===== config.mk =====
export PLATFORM = sky130hd
export DESIGN_NAME = rca_accumulator
export DESIGN_NICKNAME = d
export VERILOG_FILES = /design/src/rtl/rca_accumulator.sv
export SDC_FILE = /design/constraint.sdc
export NUM_CORES = 1
export LEC_CHECK = 0
export BUFFER_PORTS_ARGS = -buffer_cell sky130_fd_sc_hd__buf_4
export CAP_MARGIN = 20
export CORE_MARGIN = 2
export CORE_UTILIZATION = 54
export CTS_BUF_LIST = sky130_fd_sc_hd__clkbuf_2 sky130_fd_sc_hd__clkbuf_4 sky130_fd_sc_hd__clkbuf_8
export CTS_CLUSTER_SIZE = 8
export DETAILED_ROUTE_END_ITERATION = 8
export GPL_TIMING_DRIVEN = 0
export PLACE_DENSITY = 0.8
export SLEW_MARGIN = 40
export SYNTH_ARGS = -nofsm -noshare
export SYNTH_HDL_FRONTEND = slang
export SYNTH_SLANG_ARGS = --single-unit

===== constraint.sdc =====
create_clock -name clk -period 2.2 [get_ports clk]
set_input_delay 0.22 -clock clk [delete_from_list [all_inputs] [get_ports clk]]
set_output_delay 0.22 -clock clk [all_outputs]
set_load 0.1 [all_outputs]

===== src/rtl/rca_accumulator.sv =====
// Multi-operand summing stage: ripple-carry pair adder feeding a COUNT-deep burst accumulator.
// Optional macro RCA_ACC_SATURATE_EN clamps the accumulator on overflow instead of wrapping.
module rca_accumulator #(
  parameter int SIZE      = 4,
  parameter int ACC_WIDTH = 8,
  parameter int COUNT     = 4
) (
  input  logic                 clk,
  input  logic                 rst_n,
  input  logic                 clr,
  input  logic                 in_valid,
  output logic                 in_ready,
  input  logic [SIZE-1:0]      a,
  input  logic [SIZE-1:0]      b,
  input  logic                 cin,
  output logic                 out_valid,
  input  logic                 out_ready,
  output logic [ACC_WIDTH-1:0] acc_out,
  output logic                 ovf
);

  localparam int CNT_W = (COUNT > 1) ? $clog2(COUNT) : 1;
  localparam logic [CNT_W-1:0] CNT_LAST = CNT_W'(COUNT - 1);

  localparam logic [1:0] ST_IDLE  = 2'd0;
  localparam logic [1:0] ST_ACCUM = 2'd1;
  localparam logic [1:0] ST_DONE  = 2'd2;

  logic [1:0]           state_q, state_d;
  logic [CNT_W-1:0]     cnt_q, cnt_d;
  logic [ACC_WIDTH-1:0] acc_q, acc_d;
  logic                 ovf_q, ovf_d;

  // Full-adder ripple chain; carry[SIZE] is the pair's carry-out.
  logic [SIZE:0]   carry;
  logic [SIZE-1:0] sum_bits;

  assign carry[0] = cin;

  for (genvar i = 0; i < SIZE; i++) begin : g_fa
    assign sum_bits[i]  = a[i] ^ b[i] ^ carry[i];
    assign carry[i+1]   = (a[i] & b[i]) | (carry[i] & (a[i] ^ b[i]));
  end

  logic [ACC_WIDTH-1:0] psum_ext;
  logic [ACC_WIDTH:0]   acc_sum;
  logic                 add_ovf;
  logic [ACC_WIDTH-1:0] acc_add;
  logic                 accept;

  assign psum_ext = ACC_WIDTH'({carry[SIZE], sum_bits});
  assign acc_sum  = {1'b0, acc_q} + {1'b0, psum_ext};
  assign add_ovf  = acc_sum[ACC_WIDTH];

`ifdef RCA_ACC_SATURATE_EN
  // Once clamped, any further non-zero add overflows again, so the clamp holds for the burst.
  assign acc_add = add_ovf ? '1 : acc_sum[ACC_WIDTH-1:0];
`else
  assign acc_add = acc_sum[ACC_WIDTH-1:0];
`endif

  assign in_ready  = (state_q != ST_DONE);
  assign out_valid = (state_q == ST_DONE);
  assign accept    = in_valid && in_ready;
  assign acc_out   = acc_q;
  assign ovf       = ovf_q;

  always_comb begin
    // NOTE: every signal gets a default first so no path leaves it unassigned (no latch).
    state_d = state_q;
    cnt_d   = cnt_q;
    acc_d   = acc_q;
    ovf_d   = ovf_q;

    case (state_q)
      ST_IDLE: begin
        if (accept) begin
          acc_d = psum_ext;
          ovf_d = 1'b0;
          if (COUNT == 1) begin
            state_d = ST_DONE;
            cnt_d   = '0;
          end else begin
            state_d = ST_ACCUM;
            cnt_d   = CNT_W'(1);
          end
        end
      end
      ST_ACCUM: begin
        if (accept) begin
          acc_d = acc_add;
          ovf_d = ovf_q | add_ovf;
          if (cnt_q == CNT_LAST) begin
            state_d = ST_DONE;
            cnt_d   = '0;
          end else begin
            cnt_d = cnt_q + CNT_W'(1);
          end
        end
      end
      ST_DONE: begin
        if (out_ready) state_d = ST_IDLE;
      end
      default: state_d = ST_IDLE;
    endcase

    // Abort wins over both accept and result hand-off.
    if (clr) begin
      state_d = ST_IDLE;
      cnt_d   = '0;
      acc_d   = '0;
      ovf_d   = 1'b0;
    end
  end

  // NOTE: sequential state uses non-blocking assignments so all registers update together.
  always_ff @(posedge clk or negedge rst_n) begin
    if (!rst_n) begin
      state_q <= ST_IDLE;
      cnt_q   <= '0;
      acc_q   <= '0;
      ovf_q   <= 1'b0;
    end else begin
      state_q <= state_d;
      cnt_q   <= cnt_d;
      acc_q   <= acc_d;
      ovf_q   <= ovf_d;
    end
  end

endmodule

### Yosys cells after proc, flatten, opt, wreduce, memory -nomap -nowiden

Cells that the tools add are included.

| word-level totals | value |
|---|---|
| register bits | 13 |
| bits of input ports | 14 |
| output and inout port bits | 11 |
| word-level logic and storage cells | 58 |

| cells by class | value |
|---|---|
| $add $sub $neg | 2 |
| equal/unequal tests | 8 |
| mux-type cells | 18 |
| bitwise operators | 21 |
| reductions and logical operators | 5 |

Operators by type and width:

| cell | count |
|---|---|
| 2-to-1 mux 8 bit | 3 |
| 2-to-1 mux 2 bit | 8 |
| case mux 8 bit (2 select lines) | 1 |
| adder 8 x 5 -> 9 bit | 1 |
| inequality test 3 bit (second input constant) | 3 |
| bitwise AND 1 bit | 8 |
| XOR 1 bit | 8 |
| case mux 2 bit (3 select lines) | 1 |
| bitwise OR 1 bit | 5 |
| == test 2 bit (second input constant) | 2 |
| case mux 2 bit (2 select lines) | 1 |
| AND reduction 4 bit | 1 |
| 2-to-1 mux 1 bit | 3 |
| inequality test 3 x 2 -> 1 bit (second input constant) | 1 |
| AND reduction 3 bit | 1 |
| nonzero test 3 bit | 1 |
| adder 2 x 1 -> 2 bit (second input constant) | 1 |
| == test 2 x 1 -> 1 bit (second input constant) | 1 |
| logical NOT 2 bit | 1 |
| inequality test 2 bit (second input constant) | 1 |
| case mux 1 bit (2 select lines) | 1 |
| logical AND 1 bit | 1 |

### Logic depth before layout (Yosys ltp)

| depth | value |
|---|---|
| depth in word-level cells | 14 |
| depth in mapped cells | 11 |

### Worst setup path after synthesis

OpenSTA, ideal clock, no wires.

| timing | value |
|---|---|
| path type | input-to-reg |
| start point | input a[0] |
| end point | register acc_q[7] (netlist: acc_out[7]) |
| data arrival time | 3085 ps |
| required time | 2095 ps |
| path slack | -990 ps |
| stages on the path | 11 |
| buffers on the path | 0 |
| cells stage by stage | inv_1 > fa_1 > fa_1 > fa_1 > inv_1 > fa_1 > ha_1 > and3_4 > a221o_1 > o31a_1 > o32ai_1 |

| between the ends | value |
|---|---|
| cells in the longest elaborated chain, start to end | 13 |
| elaborated cells between the ends (all ways) | 18 |
| those cells by class | add/sub (1); mux (3); bitwise (14) |

RTL lines:

| item | RTL line | text |
|---|---|---|
| from (decl) | 13 | `input logic [SIZE-1:0] a,` |
| XOR 1 bit | 41, 42 |  |
| bitwise AND 1 bit | 42 | `assign carry[i+1] = (a[i] & b[i]) \| (carry[i] & (a[i] ^ b[i]));` |
| bitwise OR 1 bit | 42 |  |
| bitwise AND 1 bit | 42 |  |
| bitwise OR 1 bit | 42 |  |
| bitwise AND 1 bit | 42 |  |
| bitwise OR 1 bit | 42 |  |
| bitwise AND 1 bit | 42 |  |
| bitwise OR 1 bit | 42 |  |
| adder 8 x 5 -> 9 bit * | 52 | `assign acc_sum = {1'b0, acc_q} + {1'b0, psum_ext};` |
| 2-to-1 mux 8 bit * | 90 | `if (accept) begin` |
| case mux 8 bit (2 select lines) * | 75 | `case (state_q)` |
| 2-to-1 mux 8 bit * | 108 | `if (clr) begin` |
| to (signal assigned) | 121 | `acc_q <= '0;` |
| to (signal assigned) | 126 | `acc_q <= acc_d;` |
| to (decl) | 31 | `logic [ACC_WIDTH-1:0] acc_q, acc_d;` |

Every way passes the cells marked *; elsewhere a longest branch is shown, timed or not. The select of a mux whose other input is x is not followed.
A chain may end at the register's enable or synchronous reset.

### Worst setup path after layout

| timing | value |
|---|---|
| start point | input a[0] |
| end point | register acc_q[5] (netlist: acc_out[5]) |

The elaborated chain is that of the path after synthesis.

==> impl_metrics.toml <==
[global_routing]
antenna_found_initial = 0
grt_max_degree = 14
grt_pass1_wl_um = 3970
track_usage = 0.258
grt_pass1_vias = 927
grt_overflow_total = 0

[finish]
syn_to_final_growth_pct = 37.9
drive_gt1_frac = 0.400
antenna_cells = 0
fin_nets = 166
finalNonFillerCells = 165
utilization = 0.794

[synthesis]
synth_edf_count = 0
synth_top_cell_area_share = 0.327
synth_area_sq_um = 995
synth_compound_area_frac = 0.216
synth-warning-count = 0
ys_ff_latch = 13
yosysTopAreaCell = "dfrtp_1"
synthXorXnorAreaFrac = 0.00881
ys.flop_type = "dfrtp_1"
async_reset_ff_frac = 1.00
synth_cells = 110
synth.yosys.seq_area_share = 0.327
synthTopCellsByCount = "15 x inv_1, 13 x dfrtp_1, 8 x nand2b_1"
synth_area_leaders = "dfrtp_1 33%, fa_1 10%, ha_1 7.5%"
synth_fp_nets = 135
synth_top_family_by_area = "compound AO/OA/AOI/OAI gates"
synthMuxAreaShare = 0
yosys.area_share.simple = 0.187
synthAdderAreaFrac = 0.176
avgSynthCellArea_sq_um = 9.04
yosysMostFrequentCell = "inv_1"
ys_types = 33

[sta]
fin_setup_tns_ns = -3.03
rsz0062_at_grt = "true"
fmax_mhz = 350
worst_pin_slew_ns = 0.537
period_minus_slack_ns = 2.86
whs_ns = 0.128
drv_slew = 0
finalSetupViolCount = 6
skew_ns = 0.00257
relSlewSlack = 0.642
fin_ws_ns = -0.661
hold_viol = 0
fin_crit_sh = 1.30

[power_and_ir_drop]
p_sw_mw = 0.337
seq_power_share = 0.320
switching_share = 0.404
p_leak_nw = 0.615
combPwrFrac = 0.477
p_int_mw = 0.497
power_density_nw_per_um2 = 608
power_frac_clock = 0.203
ir_drop_mv = 0.437

[clock_network]
insertion_delay_ns = 0.29
cts.path.max_buffers = 2
cts_tree = "done"
cts_max_level = 1
path_clk_slew_ns = 0.08
cts_made_buffers = 3
clock-sinks = 13
cts_root_buf = "clkbuf_4"

[route]
drt_iter0_drc = 22
ant_nets = 0
post_drt_wl_per_cell_um = 15.3
drt_wl_total_um = 2530
drc = 0
vias_per_cell = 5.81
drt-pass1-iter-count = 4
vias = 959

[placement]
globalplace.congestion = 0.874
pre_cts_ws_ns = -1.06
place_hpwl_um = 1770
io_buffers = 24
post-place-cells = 159

[setup_path]
worstPathMaxFanout = 5
critPathCaptureType = "register"
start_kind = "input port"
path_class = "in -> reg"
cp_data_arrival_time_ns = 3.07
worstPathRequired_ns = 2.41

[floorplanning]
boundaryPins = 25
fp.dieArea_sq_um = 2200
die_w_um = 46.9
die_y_um = 46.9
rows = 15
start_util = 0.576
core_sq_um = 1730

[run_status]
violations = "negative setup slack"
status = "finished with violations"

[run]
maxCapViolations = 0

[worst_hold_path]
worstHoldPathType = "in -> reg"
cells by family (layout without fill, tap and decap cells):
kind of cell	count (synthesis)	after routing
flip-flops	13	13
adder cells (fa/ha/maj)	11	11
AO/OA/AOI/OAI	31	31
AND/OR/NAND/NOR	34	34
buffers and inverters	20	50
XOR/XNOR	1	1
area by class of cell:
class	count	area, sq um
well taps	25	31.3
multi-input cells	77	688
repair buffers	26	201
inverters	15	67.6
plain buffers	5	27.5
fillers	124	355
flip-flops and latches	13	325
clock buffers	4	30.0
power groups by stage:
stage               Sequential (mW)  Combinational [mW]  Clock [mW]
global placement              0.270               0.338           0
global route                  0.269               0.432       0.184
finish                        0.267               0.398       0.170
detailed placement            0.271               0.349           0
CTS                           0.267               0.371       0.170
floorplan                     0.347               0.187           0
layer usage:
layer	wire length [um]	GRT usage
met1	1000	0.302
met2	1320	0.444
met3	122	0.0538
met4	79	0.133
met5	0	0
worst max-delay path: stages:
cell and delay (ns):
buf_6 0.07, inv_2 0.03, fa_2 0.37, fa_2 0.35, fa_2 0.36, inv_2 0.07, fa_2 0.46, ha_4 0.28
and3_4 0.15, a221o_1 0.35, o31a_1 0.26, o22ai_1 0.10
what timing repair did:
item / in CTS / in global routing
resized for setup: 8 / 5
pin swaps: 13 / 5
endpoints found under the hold margin: 13 / 0
hold buffers: 1 / 0
buffers inserted: 1 / 0
setup endpoints to repair: 6 / 7
registers in the layout (all words and copies together) (netlist names):
name     count
acc_out      8
cnt_q        2
state_q      2
ovf          1
worst paths after layout:
check	startpoint	end	depth (start not counted)	slack, ns
min in group asynchronous	rst_n	cnt_q[0]	2	0.31
max in group asynchronous	rst_n	acc_out[4]	2	1.72
min reg2reg	cnt_q[1]	cnt_q[1]	2	0.53
min	clr	ovf	2	0.13
max reg2reg	acc_out[0]	ovf	7	0.12
max	a[0]	acc_out[5]	12	-0.66
placed cells by master (no fill, tap or decap), types with 4 or more instances in the layout:
cell type  count
nor2_1         7
buf_4         26
a21oi_1        6
inv_1          9
nand2_1        6
dfrtp_1       13
o21ai_0        4
clkbuf_4       4
nand2b_1       5
inv_2          4
ha_1           4
fa_2           4
per-stage QoR:
step	instance area [sq um]	power (mW)
after floorplan	1060	0.534
after global placement	1270	0.608
after detailed placement	1270	0.620
after CTS	1350	0.808
after global routing	1370	0.884
final	1370	0.834
Power figures use the tool's default switching activity.
